<file path="config.mk">
export PLATFORM = sky130hd
export DESIGN_NAME = seg_stream_rx
export DESIGN_NICKNAME = d
export VERILOG_FILES = /design/src/rtl/seg_stream_rx.sv
export SDC_FILE = /design/constraint.sdc
export NUM_CORES = 1
export LEC_CHECK = 0
export CAP_MARGIN = 25
export CORE_UTILIZATION = 45
export CTS_CLUSTER_SIZE = 14
export DETAILED_ROUTE_END_ITERATION = 8
export PLACE_DENSITY = 0.73
export SLEW_MARGIN = 40
export SYNTH_ARGS = -nofsm -noshare
export SYNTH_HDL_FRONTEND = slang
export SYNTH_SLANG_ARGS = --single-unit
</file>
<file path="constraint.sdc">
create_clock -name clk -period 2.4 [get_ports clk]
set_input_delay 0.24 -clock clk [delete_from_list [all_inputs] [get_ports clk]]
set_output_delay 0.24 -clock clk [all_outputs]
set_load 0.05 [all_outputs]
</file>
<file path="src/rtl/seg_stream_rx.sv">
// seg_stream_rx: recovers symbols from a time-multiplexed 7-segment bus and groups them into gap-delimited frames.
// Define ECLIPSE_MATCH_EN to build the "ECLIPSe" word comparator behind word_match; otherwise word_match is tied low.
//
// state   | meaning
// IDLE    | no frame open, waiting for the first symbol
// COLLECT | frame open, buffering symbols and timing the blank gap
// DONE    | frame just published; a symbol seen here opens the next frame
module seg_stream_rx #(
  parameter int GAP_CYCLES = 64,
  parameter int MAX_SYMS   = 8
) (
  input  logic                  clk,
  input  logic                  rst_n,
  input  logic [6:0]            seg_in,
  output logic                  sym_valid,
  output logic [4:0]            sym_code,
  output logic                  sym_err,
  output logic                  frame_valid,
  output logic [4:0]            frame_len,
  output logic [5*MAX_SYMS-1:0] frame_data,
  output logic                  frame_ovf,
  output logic                  frame_err,
  output logic                  word_match
);

  localparam int ZW = $clog2(GAP_CYCLES + 1);

  typedef enum logic [1:0] {IDLE, COLLECT, DONE} state_t;

  state_t                r_state, w_state_nxt;
  logic [6:0]            r_seg_q, r_seg_qq;
  logic [ZW-1:0]         r_zero_cnt;
  logic [4:0]            r_len;
  logic [5*MAX_SYMS-1:0] r_buf;
  logic                  r_ovf, r_err;
  logic                  r_sym_valid, r_sym_err;
  logic [4:0]            r_sym_code;
  logic                  r_frame_valid, r_frame_ovf, r_frame_err;
  logic [4:0]            r_frame_len;
  logic [5*MAX_SYMS-1:0] r_frame_data;
  logic                  w_event, w_bad, w_gap_hit;
  logic [4:0]            w_code;

  function automatic logic [5:0] decode(input logic [6:0] p);
    logic [5:0] r;
    case (p)
      7'b0111111: r = {1'b0, 5'h00};
      7'b0000110: r = {1'b0, 5'h01};
      7'b1011011: r = {1'b0, 5'h02};
      7'b1001111: r = {1'b0, 5'h03};
      7'b1100110: r = {1'b0, 5'h04};
      7'b1101101: r = {1'b0, 5'h05};
      7'b1111101: r = {1'b0, 5'h06};
      7'b0000111: r = {1'b0, 5'h07};
      7'b1111111: r = {1'b0, 5'h08};
      7'b1101111: r = {1'b0, 5'h09};
      7'b1110111: r = {1'b0, 5'h0A};
      7'b1111100: r = {1'b0, 5'h0B};
      7'b0111001: r = {1'b0, 5'h0C};
      7'b1011110: r = {1'b0, 5'h0D};
      7'b1111001: r = {1'b0, 5'h0E};
      7'b1110001: r = {1'b0, 5'h0F};
      7'b0111000: r = {1'b0, 5'h10};
      7'b0110000: r = {1'b0, 5'h11};
      7'b1110011: r = {1'b0, 5'h12};
      7'b1111011: r = {1'b0, 5'h13};
      default:    r = {1'b1, 5'h1F};
    endcase
    return r;
  endfunction

  assign {w_bad, w_code} = decode(r_seg_q);
  assign w_event   = (r_seg_q != 7'd0) && (r_seg_q != r_seg_qq);
  // The gap-closing blank is the GAP_CYCLES-th one, so fire while the count still reads one less.
  assign w_gap_hit = (r_state == COLLECT) && (r_seg_q == 7'd0) &&
                     (r_zero_cnt == ZW'(GAP_CYCLES - 1));

  always_ff @(posedge clk or negedge rst_n) begin
    if (!rst_n) r_state <= IDLE;
    else        r_state <= w_state_nxt;
  end

  always_comb begin
    w_state_nxt = r_state;
    case (r_state)
      IDLE:    if (w_event) w_state_nxt = COLLECT;
      COLLECT: if (w_gap_hit) w_state_nxt = DONE;
      DONE:    w_state_nxt = w_event ? COLLECT : IDLE;
      default: w_state_nxt = IDLE;
    endcase
  end

  always_ff @(posedge clk or negedge rst_n) begin
    if (!rst_n) begin
      r_seg_q       <= '0;
      r_seg_qq      <= '0;
      r_zero_cnt    <= '0;
      r_len         <= '0;
      r_buf         <= '0;
      r_ovf         <= 1'b0;
      r_err         <= 1'b0;
      r_sym_valid   <= 1'b0;
      r_sym_code    <= '0;
      r_sym_err     <= 1'b0;
      r_frame_valid <= 1'b0;
      r_frame_len   <= '0;
      r_frame_data  <= '0;
      r_frame_ovf   <= 1'b0;
      r_frame_err   <= 1'b0;
    end else begin
      r_seg_q       <= seg_in;
      r_seg_qq      <= r_seg_q;
      r_sym_valid   <= w_event;
      r_frame_valid <= 1'b0;
      if (w_event) begin
        r_sym_code <= w_code;
        r_sym_err  <= w_bad;
      end
      if (w_event && (r_state != COLLECT)) begin
        r_buf      <= (5*MAX_SYMS)'(w_code);
        r_len      <= 5'd1;
        r_ovf      <= 1'b0;
        r_err      <= w_bad;
        r_zero_cnt <= '0;
      end else if (r_state == COLLECT) begin
        if (w_event) begin
          for (int i = 0; i < MAX_SYMS; i++)
            if (i == int'(r_len)) r_buf[5*i +: 5] <= w_code;
          if (int'(r_len) >= MAX_SYMS) r_ovf <= 1'b1;
          else                         r_len <= r_len + 5'd1;
          r_err      <= r_err | w_bad;
          r_zero_cnt <= '0;
        end else if (w_gap_hit) begin
          r_frame_valid <= 1'b1;
          r_frame_len   <= r_len;
          r_frame_data  <= r_buf;
          r_frame_ovf   <= r_ovf;
          r_frame_err   <= r_err;
          r_buf         <= '0;
          r_len         <= '0;
          r_ovf         <= 1'b0;
          r_err         <= 1'b0;
          r_zero_cnt    <= '0;
        end else if ((r_seg_q == 7'd0) && (int'(r_zero_cnt) < GAP_CYCLES)) begin
          r_zero_cnt <= r_zero_cnt + ZW'(1);
        end
      end
    end
  end

  assign sym_valid   = r_sym_valid;
  assign sym_code    = r_sym_code;
  assign sym_err     = r_sym_err;
  assign frame_valid = r_frame_valid;
  assign frame_len   = r_frame_len;
  assign frame_data  = r_frame_data;
  assign frame_ovf   = r_frame_ovf;
  assign frame_err   = r_frame_err;

`ifdef ECLIPSE_MATCH_EN
  localparam logic [34:0] WORD = {5'h13, 5'h05, 5'h12, 5'h11, 5'h10, 5'h0C, 5'h0E};
  logic w_match;
  logic r_word_match;

  if (MAX_SYMS >= 7) begin : g_cmp
    assign w_match = (r_len == 5'd7) && !r_ovf && (r_buf[34:0] == WORD);
  end else begin : g_no_cmp
    assign w_match = 1'b0;
  end

  always_ff @(posedge clk or negedge rst_n) begin
    if (!rst_n)         r_word_match <= 1'b0;
    else if (w_gap_hit) r_word_match <= w_match;
  end

  assign word_match = r_word_match;
`else
  assign word_match = 1'b0;
`endif

endmodule
</file>
; ---- Yosys cells after proc, flatten, opt, wreduce, memory -nomap -nowiden
; Index checks and enable logic that the tools add are counted.
[word_totals]
ff_bits = 125
wordCells = 139
[op_classes]
reduce_logical = 26
add_sub_neg = 2
bitwise_logic = 3
n_eq_ne = 44
n_mux = 39
order_cmp = 2
[op_table]
columns = op, count
row1 = 2-to-1 mux 40 bit, 4
row2 = case mux 6 bit (20 select lines), 1
row3 = equality test 7 bit (second input constant), 14
row4 = 2-to-1 mux 5 bit, 13
row5 = equality test 7 x 6 -> 1 bit (second input constant), 5
row6 = 2-to-1 mux 7 bit, 5
row7 = AND reduction 3 bit, 10
row8 = != test 3 x 1 -> 1 bit (second input constant), 9
row9 = equality test 4 x 5 -> 1 bit (first input constant), 4
row10 = equality test 7 x 3 -> 1 bit (second input constant), 2
row11 = 2-to-1 mux 1 bit, 13
row12 = equality test 3 x 5 -> 1 bit (first input constant), 2
row13 = adder 7 x 1 -> 7 bit (second input constant), 1
row14 = zero test 7 bit, 1
row15 = < comparator 7 bit (second input constant), 1
row16 = != test 7 bit, 1
row17 = nonzero test 7 bit, 1
row18 = case mux 2 bit (3 select lines), 1
row19 = AND reduction 2 bit, 3
row20 = adder 5 x 1 -> 5 bit (second input constant), 1
row21 = equality test 2 x 5 -> 1 bit (first input constant), 1
row22 = greater-or-equal comparator 5 x 4 -> 1 bit (second input constant), 1
row23 = logical AND 1 bit, 5
row24 = zero test 5 bit, 1
row25 = other kinds (13), 16

; ---- Logic depth before layout (Yosys ltp)
; Gate-level depths: netlist (run 1).
[logic_depth]
ltp_word = 7
depth_mapped = 10

; ---- Least setup slack after synthesis (run 1)
; OpenSTA, ideal clock, no wires.
[synth_timing]
path_kind = reg-to-reg
from = register r_seg_q[0]
to = register r_buf[13]
setup_time_ns = 0.125
path_buffers = 1
slack_ns = 0.281
stages_incl_launch_ff = 9
arrival_ns = 1.994
period_less_slack_ns = 2.119
path_cell_list = dfrtp_1 > xor2_1 > nor4_1 > nand4_1 > nand2_2 > inv_2 > buf_6 > o22ai_4 > mux2_2
[synth_via]
elab_chain_cells = 6
word_cells_on_any_way = 36
classes_between = 22 x eq/ne / 5 x mux / 9 x reduce/logical
[synth_lines]
columns = item, line_no
row1 = "start, declared", 31  ; logic [6:0] r_seg_q, r_seg_qq;
row2 = "start signal, assigned", 111  ; r_seg_q <= seg_in;
row3 = "equality test 7 bit, or another cell as far along", 46  ; case (p)
row4 = case mux 6 bit (20 select lines), 46
row5 = 2-to-1 mux 5 bit, 128  ; if (i == int'(r_len)) r_buf[5*i +: 5] <= w_code;
row6 = 2-to-1 mux 40 bit, 126  ; if (w_event) begin
row7 = 2-to-1 mux 40 bit, 125  ; end else if (r_state == COLLECT) begin
row8 = 2-to-1 mux 40 bit, 119  ; if (w_event && (r_state != COLLECT)) begin
row9 = "end signal, assigned", 120  ; r_buf <= (5*MAX_SYMS)'(w_code);
row10 = "end, declared", 34  ; logic [5*MAX_SYMS-1:0] r_buf;
; Parallel ways exist; a longest one is shown, timed or not. The select of a mux whose other input is x is not followed.
; A chain may end at the register's enable or synchronous reset.

; ---- Worst setup path after layout (run 1)
[layout_timing]
from = register r_seg_q[0]
to = register r_buf[4]
; Same word-level chain as after synthesis.

==> flow_summary.ini, run 1 <==
[worst_hold_path]
whs_endpoint = r_seg_q[6]
min_delay_path_depth = 1
hold_class = input pin to flip-flop
min_from = seg_in[6]

[status]
status = finished, violations left
violations = design-rule violations

[power]
power.share.clock = 0.393
power_density_nw_per_um2 = 897
p_total_uw = 6240
comb_power_share = 0.165
seq_power_share = 0.442
p_int_uw = 4550
power_leakage_uw = 0.00317
ir_drop_uv = 476
p_switching_uw = 1690
switching_share = 0.271

[placement]
routabilityCongestion = 0.804
port_buffers = 63
dp_hpwl_um = 8580

[finish]
nets = 599
fillers = 960
diodes = 0
area_delta_synth_final_pct = 28.1
drive_above_1_share = 0.174

[timing]
period_share = 0.953
setup_viol_count_final = 0
slew_headroom = 0.602
report.final.slew_viol_count = 0
grt_setup_unrepaired = no
skew_ps = 7.53
finalSetupTns_ps = 0
period_needed_ps = 2290
whs_ps = 264
fmax_ghz = 0.437
hold_violations = 0
tightest_slew_ps = 597

[logic_synthesis]
synthTopCellsByCount = nand2_1 (153), dfrtp_1 (125), a32o_1 (25)
synthArstFlopShare = 1.00
synth_cells = 504
ys_ff_latch = 125
ys_top_cells_by_area = dfrtp_1 (58%), nand2_1 (11%), a32o_1 (4.6%), mux2_2 (1.9%), o22ai_4 (1.5%)
yosysMostFrequentCell = nand2_1
synth-main-ff-cell = dfrtp_1
synth_edf_count = 0
ys_seq_area_frac = 0.577
yosysUniqueCellTypes = 59
synth.top_cell.area_share = 0.577
netlist_area_um2 = 5430
syn_area_per_cell_um2 = 10.8
synth_nets = 518
yosys.area.top_type = dfrtp_1
ys_warn_count = 0

[grt]
grt_pass1_vias = 4181
grt_pass1_wl_um = 21000
grt_overflow = 0
grt_usage = 0.216
grt_max_degree = 48
antenna_found_initial = 0

[route]
vias_per_cell = 5.50
first_iter_violations = 218
wl_per_cell_um = 16.6
wl_um = 12300
drc = 4
ant_nets = 0
route.vias.total = 4072
dr.pass1.iters = 7

[floorplanning]
die_y_um = 112
start_util = 0.469
fp-row-count = 39
die_w_um = 112
core-area_um2 = 11600
pin_count = 65
die_area_um2 = 12500

[worst_setup_path]
slowest_stage = or4_1
cpMostUsedCell = nand2_1
cp-end-kind = flip-flop
critical_path_class = flip-flop to flip-flop
cp_num_buf_inv = 1
cp_top_family = simple AND/OR/NAND/NOR gates
critPathMaxFanout = 14
r2r_slack_ps = 110
rr_worst_depth = 7
critPathArrivalTime_ps = 2590
regToRegStartpoint = r_seg_q[0]
worstPathCellList = buf_6 > nand2_1 > or4_1 > and3_4 > nand2_1 > o22ai_1 > mux2_2
start_kind = flip-flop
r2r_end = r_buf[4]
cp.required_ps = 2700
path_depth = 7
max_stage_delay_ps = 550

[cts]
clock_latency_ps = 410
cts-htree-levels = 4
numCtsBuffers = 17
cts_buffer_depth = 2
cts_tree = yes
cts_sinks = 125
clkTransAtPathRegs_ps = 60
cts_root_buf = clkbuf_16

[flow_run]
maxCapViolations = 0
==> per-stage QoR <==
stage | utilization | instance area [µm²] | setup WS [ps] | instances
after floorplan | - | 5430 | 281 | 504
after global placement | 0.546 | 6320 | 79.3 | 708
after detailed placement | 0.546 | 6320 | 3.74 | 708
after CTS | 0.597 | 6900 | 6.27 | 741
after global routing | 0.601 | 6950 | 6.92 | 741
final | 0.601 | 6950 | 113 | 741
==> per-layer routing <==
layer | wire [µm] | GRT usage
met5 | 0 | 0
met3 | 582 | 0.0566
met2 | 6160 | 0.353
met4 | 250 | 0.0973
met1 | 5300 | 0.269
==> state kept, by name, summed over array words and instances (netlist names), 2 cells and up <==
name / flops
r_state: 2
r_buf: 40
frame_data: 40
r_seg_qq: 7
r_zero_cnt: 7
r_len: 5
r_seg_q: 7
frame_len: 5
sym_code: 5
==> final cells by class <==
cell class	count	area [µm²]	share of cell area
Sequential cell	125	3130	0.450
Multi-Input combinational cell	344	2160	0.311
Timing Repair Buffer	92	890	0.128
Clock buffer	17	425	0.0612
Tap cell	143	179	0.0257
Clock inverter	15	148	0.0212
Inverter	5	18.8	0.00270
==> kinds of logic after synthesis <==
group           count (synthesis)  synth area share
buf+inv                        35            0.0332
simple gates                  229             0.192
compound gates                 86             0.144
fa+ha+maj                       5            0.0115
xor+xnor                       11            0.0178
mux                            12            0.0247
other cells                     1          0.000691
flops                         125             0.577
==> what timing repair did <==
action / CTS / global route
gates resized for setup: 0 / 11
hold endpoints to repair: 44 / 0
setup endpoints to repair: 0 / 78
setup buffers: 0 / 0
hold buffers: 1 / 0
==> worst max-delay path by stage <==
| stage | start | to |
|---|---|---|
| finish | r_seg_q[0] | r_buf[4] |
| global route | r_seg_q[0] | r_buf[2] |
| CTS | r_seg_q[4] | r_buf[2] |
| detailed placement | r_seg_q[4] | r_buf[2] |
| global placement | r_seg_q[4] | r_buf[2] |
| floorplan | r_seg_q[0] | r_buf[13] |
==> layout by cell type, fill, tap and decap left out, drive strengths merged, types with 2 or more instances in the layout <==
| cell type | netlist | final |
|---|---|---|
| nand2 | 155 | 155 |
| dfrtp | 125 | 125 |
| clkdlybuf4s50 | 0 | 62 |
| buf | 24 | 29 |
| a32o | 25 | 25 |
| nor2 | 18 | 18 |
| clkbuf | 6 | 17 |
| mux2 | 11 | 11 |
| o22ai | 11 | 11 |
| o21ai | 9 | 9 |
| a21oi | 9 | 9 |
| clkinv | 0 | 9 |
| and3 | 8 | 8 |
| xor2 | 7 | 7 |
| nand2b | 7 | 7 |
| a21o | 7 | 7 |
| a22o | 6 | 6 |
| nor3 | 6 | 6 |
| inv | 5 | 6 |
| nand3 | 5 | 5 |
| ha | 5 | 5 |
| nand4 | 5 | 5 |
| xnor2 | 4 | 4 |
| or2 | 4 | 4 |
| and2 | 4 | 4 |
| a211oi | 3 | 3 |
| nand3b | 3 | 3 |
| or4 | 3 | 3 |
| nand4b | 3 | 3 |
| a31o | 3 | 3 |
| clkinvlp | 0 | 3 |
| nor4 | 2 | 2 |
| a311oi | 2 | 2 |
| or3 | 2 | 2 |
| o211ai | 2 | 2 |
| a2bb2oi | 2 | 2 |
| bufinv | 0 | 2 |
==> worst reg2reg max path: stages, from the launching register on <==
cell	delay, ps
dfrtp_1	430
buf_6	180
nand2_1	130
or4_1	550
and3_4	210
nand2_1	170
o22ai_1	190
mux2_2	310
==> power by group through the flow <==
| stage | clock, µW | sequential [µW] | combinational, µW |
|---|---|---|---|
| 2_1_floorplan | 0 | 2710 | 755 |
| 3_3_place_gp | 0 | 2760 | 978 |
| 3_5_place_dp | 0 | 2780 | 1020 |
| 4_1_cts | 2510 | 2750 | 1030 |
| 5_1_grt | 2600 | 2790 | 1140 |
| 6_report | 2450 | 2750 | 1030 |
Note: power is estimated with default switching activity, not from simulation.
==> run 2, diff against run 1 <==
CORE_ASPECT_RATIO = 0.5   (was not set)
==> run 2 against run 1 <==
Compared with the run above:
- the run now ends clean
- first-iteration DRC count is 24% higher
- wire length is 0.46% higher
- via count is 1.5% higher
- final cell count is 3.8% higher
- combinational power hardly changed
- maximum frequency is 1.7% higher
- clock skew is 1.8 ps higher
- power is 1.0% higher
- non-clock buffer count is 12 higher
- die area is 0.21% higher
- worst setup slack better by 38 ps
- largest power group unchanged
==> flow_summary.ini, run 2 (synthesis gave the netlist of run 1 again) <==
[placement]
placedCellCount = 736
place_ws_ps = 63.8
dp_hpwl_um = 8380
port_buffers = 63
routabilityCongestion = 0.819

[cts]
cts_tree = yes
cts_setup_buffers = 0
cts_buffer_depth = 2
cts_sinks = 125
numCtsBuffers = 17
cts_root_buf = clkbuf_16
clock_latency_ps = 420
clkTransAtPathRegs_ps = 60
cts-htree-levels = 4

[floorplanning]
fp-row-count = 27
die_area_um2 = 12500
pin_count = 65
die_w_um = 157
core-area_um2 = 11400
start_util = 0.478
die_y_um = 79.6

[timing]
fmax_ghz = 0.445
slew_headroom = 0.655
setup_viol_count_final = 0
skew_ps = 9.35
fin_ws_ps = 151
period_share = 0.937
period_needed_ps = 2250
grt_setup_unrepaired = no
hold_violations = 0
finalSetupTns_ps = 0
tightest_slew_ps = 516
report.final.slew_viol_count = 0

[route]
route.vias.total = 4134
wl_um = 12400
dr.pass1.iters = 5
wl_per_cell_um = 16.1
first_iter_violations = 271
drc = 0
vias_per_cell = 5.38
ant_nets = 0

[power]
power_leakage_uw = 0.00322
power_density_nw_per_um2 = 893
p_total_uw = 6300
ir_drop_uv = 460

[worst_setup_path]
regToRegStartpoint = r_seg_q[4]
r2r_slack_ps = 150
critical_path_class = flip-flop to flip-flop
slowest_stage = dfrtp_1
critPathArrivalTime_ps = 2560
rr_worst_depth = 6
worstPathCellList = or3_1 > or2_2 > and3_4 > nand3_1 > nand2_1 > a32o_1
r2r_end = r_buf[34]
max_stage_delay_ps = 510
start_kind = flip-flop
cp.required_ps = 2710
cp-end-kind = flip-flop
critPathMaxFanout = 11

[finish]
layout_commonest_cell = nand2_1
drive_above_1_share = 0.187
layout.cells.non_filler = 769
area_delta_synth_final_pct = 30.1
nets = 611
diodes = 0
most-common-layout-cells = nand2_1 (153), dfrtp_1 (121), clkdlybuf4s50_1 (62), buf_4 (37), a32o_1 (25)

[worst_hold_path]
min_delay_path_depth = 1
hold_class = input pin to flip-flop
whs_endpoint = r_seg_q[3]
min_from = seg_in[3]

[grt]
antenna_found_initial = 0
grt_overflow = 0
grt_pass1_vias = 4110
grt_max_degree = 55
grt_pass1_wl_um = 20800
grt_usage = 0.219

[status]
status = finished, final reports clean

[flow_run]
maxCapViolations = 0
run 2: cell types whose count changed in the layout (fill, tap and decap cells not counted), sizes merged:
cell and change:
buf +12, clkbuf +2, clkinv -5, clkinvlp +1, inv +2
run 2: layer usage:
layer	GRT usage	share of wire	vias to the layer above
met1	0.304	0.48	2051
met4	0.0670	0.012	0
li1	-	-	1955
met2	0.334	0.46	112
met3	0.0592	0.047	16
met5	0	0	-
run 2: worst max-delay path by stage:
stage                    start   endpoint  slack (ps)
floorplan           r_seg_q[0]  r_buf[13]         280
global placement    r_seg_q[5]   r_buf[8]         120
detailed placement  r_seg_q[5]  r_buf[13]          60
CTS                 r_seg_q[5]   r_buf[8]          30
global route        r_seg_q[6]  r_buf[14]          20
finish              r_seg_q[4]  r_buf[34]         150
run 2: power breakdown:
part / internal, µW / switching (µW)
clock network: 1530 / 968
registers: 2490 / 272
logic: 555 / 487
total: 4570 / 1730
run 2: cell type report:
class	instances	area, µm²
fill	918	4290
sequential	125	3130
multi-input combinational	344	2150
timing repair buffer	104	988
clock buffer	19	433
tap	159	199
clock inverter	13	140
inverter	5	18.8
run 2: metrics by stage:
step                instance area (µm²)  hold slack [ps]   util
finish                             7060              256  0.622
global route                       7060              247  0.622
CTS                                7030              252  0.619
detailed placement                 6440              196  0.568
global placement                   6440              196  0.568
floorplan                          5430            -55.6      -
run 2: critical path, delay by kind of cell (launching register included):
family | cells | cell delay [ps]
simple gates | 5 | 1290
compound gates | 1 | 340
flops | 1 | 510
run 2: repair_timing:
| action | in CTS | in global routing |
|---|---|---|
| endpoints found under the setup margin | 0 | 77 |
| hold endpoints to repair | 26 | 0 |
| gates resized for setup | 0 | 10 |
| hold buffers | 1 | 0 |
==> run 3, diff against run 2 <==
CORE_MARGIN = 4   (was not set)
CORE_UTILIZATION = 56   (was 45)
PLACE_DENSITY = 0.86   (was 0.73)
clock period = 2.2 ns   (was 2.4 ns; I/O delays follow)
==> run 3 against run 2 <==
Compared with the run above:
- the flow now finishes with violations (negative setup slack)
- first-iteration DRC count grew 62%
- clock power increased by 14%
- critical path depth grew 3
- non-clock buffer count grew 17
- largest cell class unchanged
- clock skew down 3.1 ps
- via count is 9.7% higher
- global-route usage is 2.5 points higher
- worst hold slack got worse by 21 ps
- clock-buffer cell count is 1 lower
- combinational power increased by 30%
- wire length up 19%
==> flow_summary.ini, run 3 (synthesis gave the netlist of run 1 again) <==
[placement]
placedCellCount = 721
routabilityCongestion = 0.901
place_ws_ps = -96.4
port_buffers = 63
dp_hpwl_um = 8700

[finish]
drive_above_1_share = 0.228
most-common-layout-cells = nand2_1 (150), dfrtp_1 (120), clkdlybuf4s50_1 (62), buf_4 (44), a32o_1 (25)
fillers = 550
layout_commonest_cell = nand2_1
nets = 628
layout.cells.non_filler = 762
diodes = 0
area_delta_synth_final_pct = 36.3

[worst_setup_path]
critical_path_class = flip-flop to flip-flop
cp_num_buf_inv = 3
max_stage_delay_ps = 450
cp-end-kind = flip-flop
worstPathCellList = buf_6 > dlymetal6s2s_1 > buf_4 > o211ai_1 > o22ai_1 > a21oi_2 > nand3_4 > a21oi_1 > mux2_2
cp_top_family = compound AO/OA/AOI/OAI gates
cp.required_ps = 2560
start_kind = flip-flop
critPathArrivalTime_ps = 2580
critPathMaxFanout = 6
slowest_stage = dfrtp_2

[timing]
fin_ws_ps = -16.9
setup_viol_count_final = 2
slew_headroom = 0.583
finalSetupTns_ps = -17.9
period_share = 1.01
report.final.slew_viol_count = 0
skew_ps = 6.26
fmax_ghz = 0.451
grt_setup_unrepaired = yes
tightest_slew_ps = 619
period_needed_ps = 2220
hold_violations = 0

[cts]
cts_buffer_depth = 2
cts-htree-levels = 4
cts_tree = yes
clock_latency_ps = 420
clkTransAtPathRegs_ps = 60
numCtsBuffers = 17
cts_sinks = 125
cts_root_buf = clkbuf_16

[grt]
grt_max_degree = 44
grt_overflow = 0
grt_usage = 0.244
antenna_found_initial = 0
grt_pass1_wl_um = 21900
grt_pass1_vias = 4504

[route]
drc = 0
wl_um = 14700
ant_nets = 0
dr.pass1.iters = 5
route.vias.total = 4533
vias_per_cell = 5.95
first_iter_violations = 439
wl_per_cell_um = 19.2

[power]
seq_power_share = 0.421
p_total_uw = 7240
switching_share = 0.280
power_leakage_uw = 0.00342
power.share.clock = 0.393
power_density_nw_per_um2 = 979
p_switching_uw = 2030
ir_drop_uv = 739
p_int_uw = 5210
comb_power_share = 0.187

[worst_hold_path]
hold_class = input pin to flip-flop

[floorplanning]
pin_count = 65
die_area_um2 = 11400
fp-row-count = 25
core-area_um2 = 9450
start_util = 0.574
die_y_um = 77.6
die_w_um = 147

[status]
violations = negative setup slack
status = finished, violations left

[flow_run]
maxCapViolations = 0
run 3: cell count changes in the layout (fill, tap and decap cells not counted), moves of 3 or more:
cell	before	now
buf_4	37	44
buf_6	0	6
mux2_4	0	6
mux2_2	9	5
nand2_4	0	4
nand2_1	153	150
run 3: repair_timing:
action                                  in CTS  in global routing
buffers inserted                             0                  8
pin swaps                                    0                 19
hold buffers                                 1                  0
endpoints found under the setup margin      33                 80
cloned                                       0                  1
endpoints found under the hold margin       39                  0
resized for setup                            9                 40
run 3: power by group through the flow:
stage / clock network (µW) / registers (µW) / logic (µW)
after floorplan: 0 / 2960 / 824
after global placement: 0 / 3020 / 1120
after detailed placement: 0 / 3030 / 1180
after CTS: 2860 / 3000 / 1210
after global routing: 2980 / 3080 / 1450
final: 2840 / 3040 / 1350
run 3: area by class of cell:
cell class | count | area [µm²] | share of cell area
inverter | 5 | 21.3 | 0.00288
tap | 135 | 169 | 0.0229
clock buffer | 18 | 429 | 0.0581
multi-input combinational | 344 | 2290 | 0.309
clock inverter | 14 | 170 | 0.0230
sequential | 125 | 3130 | 0.424
timing repair buffer | 121 | 1180 | 0.160
run 3: metrics by stage:
stage               cell area, µm²   util  hold WS (ps)
floorplan                     5430      -         -75.6
global placement              6490  0.687           244
detailed placement            6490  0.687           251
CTS                           7140  0.756           229
global route                  7390  0.783           219
finish                        7390  0.783           235
run 3: path summary, 6_finish.rpt:
check	from	cells past startpoint	slack (ps)	to
worst min register to register	frame_data[13]	2	460	frame_data[13]
min in group asynchronous	rst_n	2	350	frame_data[16]
worst max register to register	r_seg_q[0]	9	-20	r_buf[0]
worst min-delay path	seg_in[6]	1	230	r_seg_q[6]
worst max-delay path	r_seg_q[0]	9	-20	r_buf[0]
max in group asynchronous	rst_n	3	1160	frame_data[6]
run 3: layer usage:
layer  global-route usage  wire length (µm)
met1                0.299              6000
met4                0.113               476
met3               0.0624               887
met2                0.411              7300
met5                    0                 0
run 3: worst register-to-register path, stage by stage (launching register included):
cell,delay [ps]
dfrtp_2,450
buf_6,150
dlymetal6s2s_1,180
buf_4,160
o211ai_1,90
o22ai_1,140
a21oi_2,290
nand3_4,160
a21oi_1,320
mux2_2,220
